$ cat src/rtl/page_sequencer_pkg.sv
// -----------------------------------------------------------------------------
// page_sequencer_pkg
// Shared types and constants for the page sequencer:
//   - seq_state_e : sequencer state (RUN, SETTLE)
//   - app_page_t  : page id for the four-page application
//   - APP_ALLOWED : legality mask for that application, bit [from*4+to]
//   - sat_inc16   : saturating 16-bit increment used by the transition counter
// -----------------------------------------------------------------------------
package page_sequencer_pkg;

    typedef enum logic {
        RUN    = 1'b0,
        SETTLE = 1'b1
    } seq_state_e;

    localparam int APP_PAGES = 4;

    typedef logic [$clog2(APP_PAGES)-1:0] app_page_t;

    localparam int PAGE_INIT    = 0;
    localparam int PAGE_MENU    = 1;
    localparam int PAGE_HISTORY = 2;
    localparam int PAGE_PLAY    = 3;

    // INIT->MENU, MENU<->HISTORY, MENU->PLAY, PLAY->MENU
    localparam logic [APP_PAGES*APP_PAGES-1:0] APP_ALLOWED =
          (16'd1 << (PAGE_INIT    * APP_PAGES + PAGE_MENU))
        | (16'd1 << (PAGE_MENU    * APP_PAGES + PAGE_HISTORY))
        | (16'd1 << (PAGE_HISTORY * APP_PAGES + PAGE_MENU))
        | (16'd1 << (PAGE_MENU    * APP_PAGES + PAGE_PLAY))
        | (16'd1 << (PAGE_PLAY    * APP_PAGES + PAGE_MENU));

    function automatic logic [15:0] sat_inc16(input logic [15:0] v);
        return (v == 16'hFFFF) ? v : v + 16'd1;
    endfunction

endpackage

$ cat src/rtl/page_sequencer_tick_down_counter.sv
// -----------------------------------------------------------------------------
// tick_down_counter
// Loadable down-counter that advances only on a tick enable. Reset and load
// both put LOAD_VAL into the counter; a tick decrements it until it reaches
// zero, where it holds.
// Ports:
//   clk     : clock
//   rst_i   : synchronous active-high reset (loads LOAD_VAL)
//   load_i  : load LOAD_VAL (wins over tick_i)
//   tick_i  : decrement enable
//   count_o : current count
//   zero_o  : count is zero
// -----------------------------------------------------------------------------
module tick_down_counter #(
    parameter  int unsigned LOAD_VAL = 2,
    localparam int unsigned CNT_W    = $clog2(LOAD_VAL + 1)
) (
    input  logic             clk,
    input  logic             rst_i,
    input  logic             load_i,
    input  logic             tick_i,
    output logic [CNT_W-1:0] count_o,
    output logic             zero_o
);

    logic [CNT_W-1:0] count_q, count_d;

    always_comb begin
        count_d = count_q;
        if (load_i) begin
            count_d = CNT_W'(LOAD_VAL);
        end else if (tick_i && (count_q != '0)) begin
            count_d = count_q - CNT_W'(1);
        end
    end

    always_ff @(posedge clk) begin
        if (rst_i) begin
            count_q <= CNT_W'(LOAD_VAL);
        end else begin
            count_q <= count_d;
        end
    end

    assign count_o = count_q;
    assign zero_o  = (count_q == '0);

endmodule

$ cat src/rtl/page_sequencer.sv
// -----------------------------------------------------------------------------
// page_sequencer
// Holds the current application page, checks each page's requested successor
// against a legality mask, and after reset or any accepted transition holds
// the pages in reset for RST_TICKS program ticks (SETTLE) before accepting
// further requests. The selected page's output bus is registered onto out.
// Ports:
//   clk         : system clock
//   sys_rst     : synchronous active-high reset
//   prog_tick   : one-clk program tick enable
//   page_next   : per-page requested next page, slice i = page i
//   page_out    : per-page output bus, slice i = page i
//   out         : registered output of the current page
//   cur_page    : current page id
//   page_rst    : reset to the pages, high during SETTLE
//   busy        : high during SETTLE
//   illegal_req : one-clk pulse when a request is rejected
//   trans_count : accepted transitions, saturating at 16'hFFFF
// -----------------------------------------------------------------------------
module page_sequencer
    import page_sequencer_pkg::*;
#(
    parameter  int unsigned                    N_PAGES   = 4,
    parameter  int unsigned                    OUT_W     = 64,
    parameter  int unsigned                    INIT_PAGE = 0,
    parameter  int unsigned                    RST_TICKS = 2,
    parameter  logic [N_PAGES*N_PAGES-1:0]     ALLOWED   = '1,
    localparam int unsigned                    PAGE_W    = $clog2(N_PAGES)
) (
    input  logic                       clk,
    input  logic                       sys_rst,
    input  logic                       prog_tick,
    input  logic [N_PAGES*PAGE_W-1:0]  page_next,
    input  logic [N_PAGES*OUT_W-1:0]   page_out,
    output logic [OUT_W-1:0]           out,
    output logic [PAGE_W-1:0]          cur_page,
    output logic                       page_rst,
    output logic                       busy,
    output logic                       illegal_req,
    output logic [15:0]                trans_count
);

    localparam int unsigned CNT_W = $clog2(RST_TICKS + 1);

    seq_state_e          state_q, state_d;
    logic [PAGE_W-1:0]   cur_page_q, cur_page_d;
    logic [OUT_W-1:0]    out_q;
    logic                illegal_q, illegal_d;
    logic [15:0]         trans_count_q, trans_count_d;

    logic [PAGE_W-1:0]   req_arr [N_PAGES];
    logic [OUT_W-1:0]    out_arr [N_PAGES];
    logic [N_PAGES*N_PAGES-1:0] legal_hit;
    logic [PAGE_W-1:0]   req;
    logic                req_legal;

    logic                cnt_load, cnt_tick, cnt_zero;
    logic [CNT_W-1:0]    cnt;

    // Per-page slices, and one legality term per (from, to) pair. A request
    // that names no existing page matches no term and is therefore illegal.
    for (genvar f = 0; f < N_PAGES; f++) begin : g_from
        assign req_arr[f] = page_next[f*PAGE_W +: PAGE_W];
        assign out_arr[f] = page_out[f*OUT_W +: OUT_W];
        for (genvar t = 0; t < N_PAGES; t++) begin : g_to
            assign legal_hit[f*N_PAGES+t] = ALLOWED[f*N_PAGES+t]
                                          && (cur_page_q == PAGE_W'(f))
                                          && (req == PAGE_W'(t));
        end
    end

    assign req       = req_arr[cur_page_q];
    assign req_legal = |legal_hit;

    tick_down_counter #(
        .LOAD_VAL (RST_TICKS)
    ) u_settle_cnt (
        .clk     (clk),
        .rst_i   (sys_rst),
        .load_i  (cnt_load),
        .tick_i  (cnt_tick),
        .count_o (cnt),
        .zero_o  (cnt_zero)
    );

    always_comb begin
        state_d       = state_q;
        cur_page_d    = cur_page_q;
        trans_count_d = trans_count_q;
        illegal_d     = 1'b0;
        cnt_load      = 1'b0;
        cnt_tick      = 1'b0;
        case (state_q)
            RUN: begin
                if (prog_tick && (req != cur_page_q)) begin
                    if (req_legal) begin
                        cur_page_d    = req;
                        state_d       = SETTLE;
                        cnt_load      = 1'b1;
                        trans_count_d = sat_inc16(trans_count_q);
                    end else begin
                        illegal_d = 1'b1;
                    end
                end
            end
            SETTLE: begin
                // Leave on the tick that consumes the last count; an already
                // empty counter also releases so SETTLE can never stick.
                if (prog_tick) begin
                    cnt_tick = 1'b1;
                    if ((cnt == CNT_W'(1)) || cnt_zero) begin
                        state_d = RUN;
                    end
                end
            end
        endcase
    end

    always_ff @(posedge clk) begin
        if (sys_rst) begin
            state_q       <= SETTLE;
            cur_page_q    <= PAGE_W'(INIT_PAGE);
            out_q         <= '0;
            illegal_q     <= 1'b0;
            trans_count_q <= '0;
        end else begin
            state_q       <= state_d;
            cur_page_q    <= cur_page_d;
            out_q         <= out_arr[cur_page_q];
            illegal_q     <= illegal_d;
            trans_count_q <= trans_count_d;
        end
    end

    assign out         = out_q;
    assign cur_page    = cur_page_q;
    assign busy        = (state_q == SETTLE);
    assign page_rst    = busy;
    assign illegal_req = illegal_q;
    assign trans_count = trans_count_q;

endmodule

$ cat config.mk
export PLATFORM = sky130hd
export DESIGN_NAME = page_sequencer
export DESIGN_NICKNAME = d
export VERILOG_FILES = /design/src/rtl/page_sequencer_pkg.sv /design/src/rtl/page_sequencer_tick_down_counter.sv /design/src/rtl/page_sequencer.sv
export SDC_FILE = /design/constraint.sdc
export NUM_CORES = 1
export LEC_CHECK = 0
export CORE_AREA = 2 2 136 138
export CTS_CLUSTER_SIZE = 30
export DETAILED_ROUTE_END_ITERATION = 12
export DIE_AREA = 0 0 138 140
export GPL_TIMING_DRIVEN = 0
export SKIP_CTS_REPAIR_TIMING = 1
export SYNTH_ARGS = -nofsm -noshare
export SYNTH_HDL_FRONTEND = slang
export SYNTH_SLANG_ARGS = --single-unit
$ cat constraint.sdc
create_clock -name clk -period 2.29 [get_ports clk]
set_input_delay 0.229 -clock clk [delete_from_list [all_inputs] [get_ports clk]]
set_output_delay 0.229 -clock clk [all_outputs]
set_load 0.01 [all_outputs]
==> results.yml, run 1 <==
synthesis:
  syn_area_sq_um: 4420
  syn_inst: 344
  synth_top_area_cell: "dfxtp_1"
  yosysUniqueCellTypes: 49
  seq_area_frac_synth: 0.389
  synthesis.nets: 614
  ys_seq_elements: 86
  yosysMostFrequentCell: "dfxtp_1"
  async_flop_share: 0
  synth.top_cells.by_count: "86 x dfxtp_1, 65 x mux4_2, 64 x and2_1"
  ys_warn_count: 0
  ys.flop_type: "dfxtp_1"
  synth_edf_count: 0
  synth_top_area_frac: 0.389
  syn_area_per_cell_sq_um: 12.9
  synth_area_leaders: "dfxtp_1 39%, mux4_2 33%, and2_1 9.1%, clkbuf_1 1.2%, xnor2_1 1.2%"
clock_network:
  clk_pin_slew_ps: 60
  cts-buffers-inserted: 9
  clock_latency_ps: 340
  tritoncts: "yes"
  htree_levels: 3
  cts_sinks: 86
  clockRootBuffer: "clkbuf_16"
  clock_path_buffers: 2
routing:
  drcViolationCount: 0
  viasPerCell: 4.72
  firstDrtPassIters: 4
  wirelength_um: 19200
  drt_iter0_drc: 119
  ant_nets: 0
  wl_per_cell_um: 20.4
  vias: 4437
global_routing:
  grt_pass1_vias: 4791
  track_usage: 0.195
  antenna_found_initial: 1
  grt_first_pass_wirelength_um: 28600
  grt_max_degree: 16
  overflow: 0
finish:
  nFillCells: 1621
  area_growth_pct: 92.0
  nets: 975
  drive_gt1_frac: 0.146
worst_setup_path:
  cp.required_ps: 2520
  crit_chain: "buf_2 -> buf_2 -> clkbuf_1 -> mux4_2 -> and2_1"
  worstReg2RegEnd: "out[38]"
  critPathKind: "reg2reg"
  slowest_delay_ps: 550
  r2r_cells: 5
  cp.arrival_ps: 2410
  cpMostUsedCell: "buf_2"
  rrSetupSlack_ps: 120
  critPathMaxFanout: 10
  startpoint: "cur_page[1]"
  worstReg2RegStart: "cur_page[1]"
  cp_slowest_cell: "clkbuf_1"
  startpoint_type: "flop"
  crit_path_end_kind: "flop"
floorplanning:
  ios: 352
  die_h_um: 140
  die_area_sq_um: 19300
  core_sq_um: 17800
  start_util: 0.249
  die_x_um: 138
  rows: 49
sta:
  setup_tns_ps: 0
  rsz0062_at_grt: "false"
  relSlewSlack: 0.563
  finalCriticalPeriod_ps: 2170
  report.final.slew_viol_count: 0
  finalCritPeriodShare: 0.949
  fmax_mhz: 460
  finalHoldWorstSlack_ps: 302
  setup_violations: 0
  worst_clock_skew_ps: 7.45
  tightestPinTransition_ps: 655
  hold_violations: 0
placed_design:
  portBuffers: 350
  place_congestion: 0.915
  dp_hpwl_um: 16300
pwr:
  p_per_area_nw_per_um2: 486
  ir_worst_vdd_uv: 359
  finalPower_mw: 4.12
  p_leak_nw: 2.97
min_path:
  hold_end: "cur_page[0]"
  holdPathStages: 2
  worstHoldStart: "sys_rst"
  hold_path.class: "in2reg"
outcome:
  status: "finished clean"
job:
  cap_viol_max_count: 0
## power by group
group          internal (mW)  switching, mW  total (mW)
logic                  0.783          0.340        1.12
clock network          0.741          0.630        1.37
registers               1.59         0.0347        1.63
## worst max-delay path by stage
stage / end
2_1_floorplan: trans_count[5]
3_5_place_dp: trans_count[12]
6_report: out[38]
5_1_grt: trans_count[12]
3_3_place_gp: out[43]
4_1_cts: out[38]
## cell type report
type                       count  area (sq um)  share of cell area
tap                          229           287              0.0338
timing repair buffer         350          3500               0.413
clock buffer                  10           229              0.0270
multi-input combinational    224          2550               0.301
clock inverter                 6          46.3             0.00545
sequential                    86          1720               0.203
antenna                        1          2.50            0.000295
buffer                        26           116              0.0137
inverter                       8          30.0             0.00354
## critical path: cells and delay by family, from the launching register on
family / cells / cell delay, ps
buffers and inverters: 3 / 1140
flip-flops: 1 / 330
multiplexers: 1 / 420
AND/OR/NAND/NOR: 1 / 170
## sequential cells by signal, indices dropped and copies added, names as in the netlist
signal and cells:
out 64, trans_count 16, u_settle_cnt.count_o 2, busy 1, illegal_req 1, cur_page 2
## layout by cell type, fill, tap and decap left out, types with 2 or more instances in the layout
cell type and instances:
clkdlybuf4s50_1 350, dfxtp_1 86, mux4_2 65, and2_1 64
clkbuf_1 15, nor2_1 12, buf_2 9, clkbuf_16 9
inv_1 8, nand4_1 7, nand2_1 6, xnor2_1 6
nor4_1 5, o21a_1 5, nand3_1 4, nor3_1 4
a31oi_1 3, mux2i_1 3, a21oi_1 3, ha_1 3
or4_4 2, and4_1 2, and4_2 2, buf_4 2
o21ai_0 2, a311oi_1 2, clkinv_4 2, clkinvlp_4 2
## per-stage QoR
stage / util / instances / worst slack (ps) / area [sq um]
after floorplan: - / 344 / 433 / 4420
after detailed placement: 0.462 / 923 / 19.7 / 8210
after global placement: 0.462 / 923 / 79.6 / 8210
final: 0.477 / 940 / 118 / 8490
after CTS: 0.477 / 939 / 63.7 / 8490
after global routing: 0.477 / 939 / 10.4 / 8490
## per-layer routing
layer  track usage  part of all wire  routed length, um  vias up
li1              -                 -                  -     2039
met1         0.219              0.38               7230     2145
met2         0.359              0.52              10100      228
met3        0.0619             0.080               1540       25
met4        0.0516             0.019                371        0
met5             0                 0                  0        -
## kinds of logic (layout without fill, tap and decap cells)
| logic type | count (synthesis) | count (layout) | share of synthesized area |
|---|---|---|---|
| flops | 86 | 86 | 0.389 |
| other cells | 1 | 2 | 0.000848 |
| mux | 69 | 69 | 0.340 |
| compound gates | 23 | 23 | 0.0385 |
| simple gates | 121 | 121 | 0.175 |
| buf+inv | 34 | 400 | 0.0331 |
| xor+xnor | 7 | 7 | 0.0139 |
| fa+ha+maj | 3 | 3 | 0.00849 |
(Power assumes the default switching activity.)
==> run 2: changes to the inputs <==
--- a/config.mk
+++ b/config.mk
@@ -6,7 +6,6 @@
 export NUM_CORES = 1
 export LEC_CHECK = 0
 export CORE_AREA = 2 2 136 138
-export CTS_CLUSTER_SIZE = 30
 export DETAILED_ROUTE_END_ITERATION = 12
 export DIE_AREA = 0 0 138 140
 export GPL_TIMING_DRIVEN = 0
==> results of run 2 <==
Final layout, timing and power as in run 1 (identical DEF).
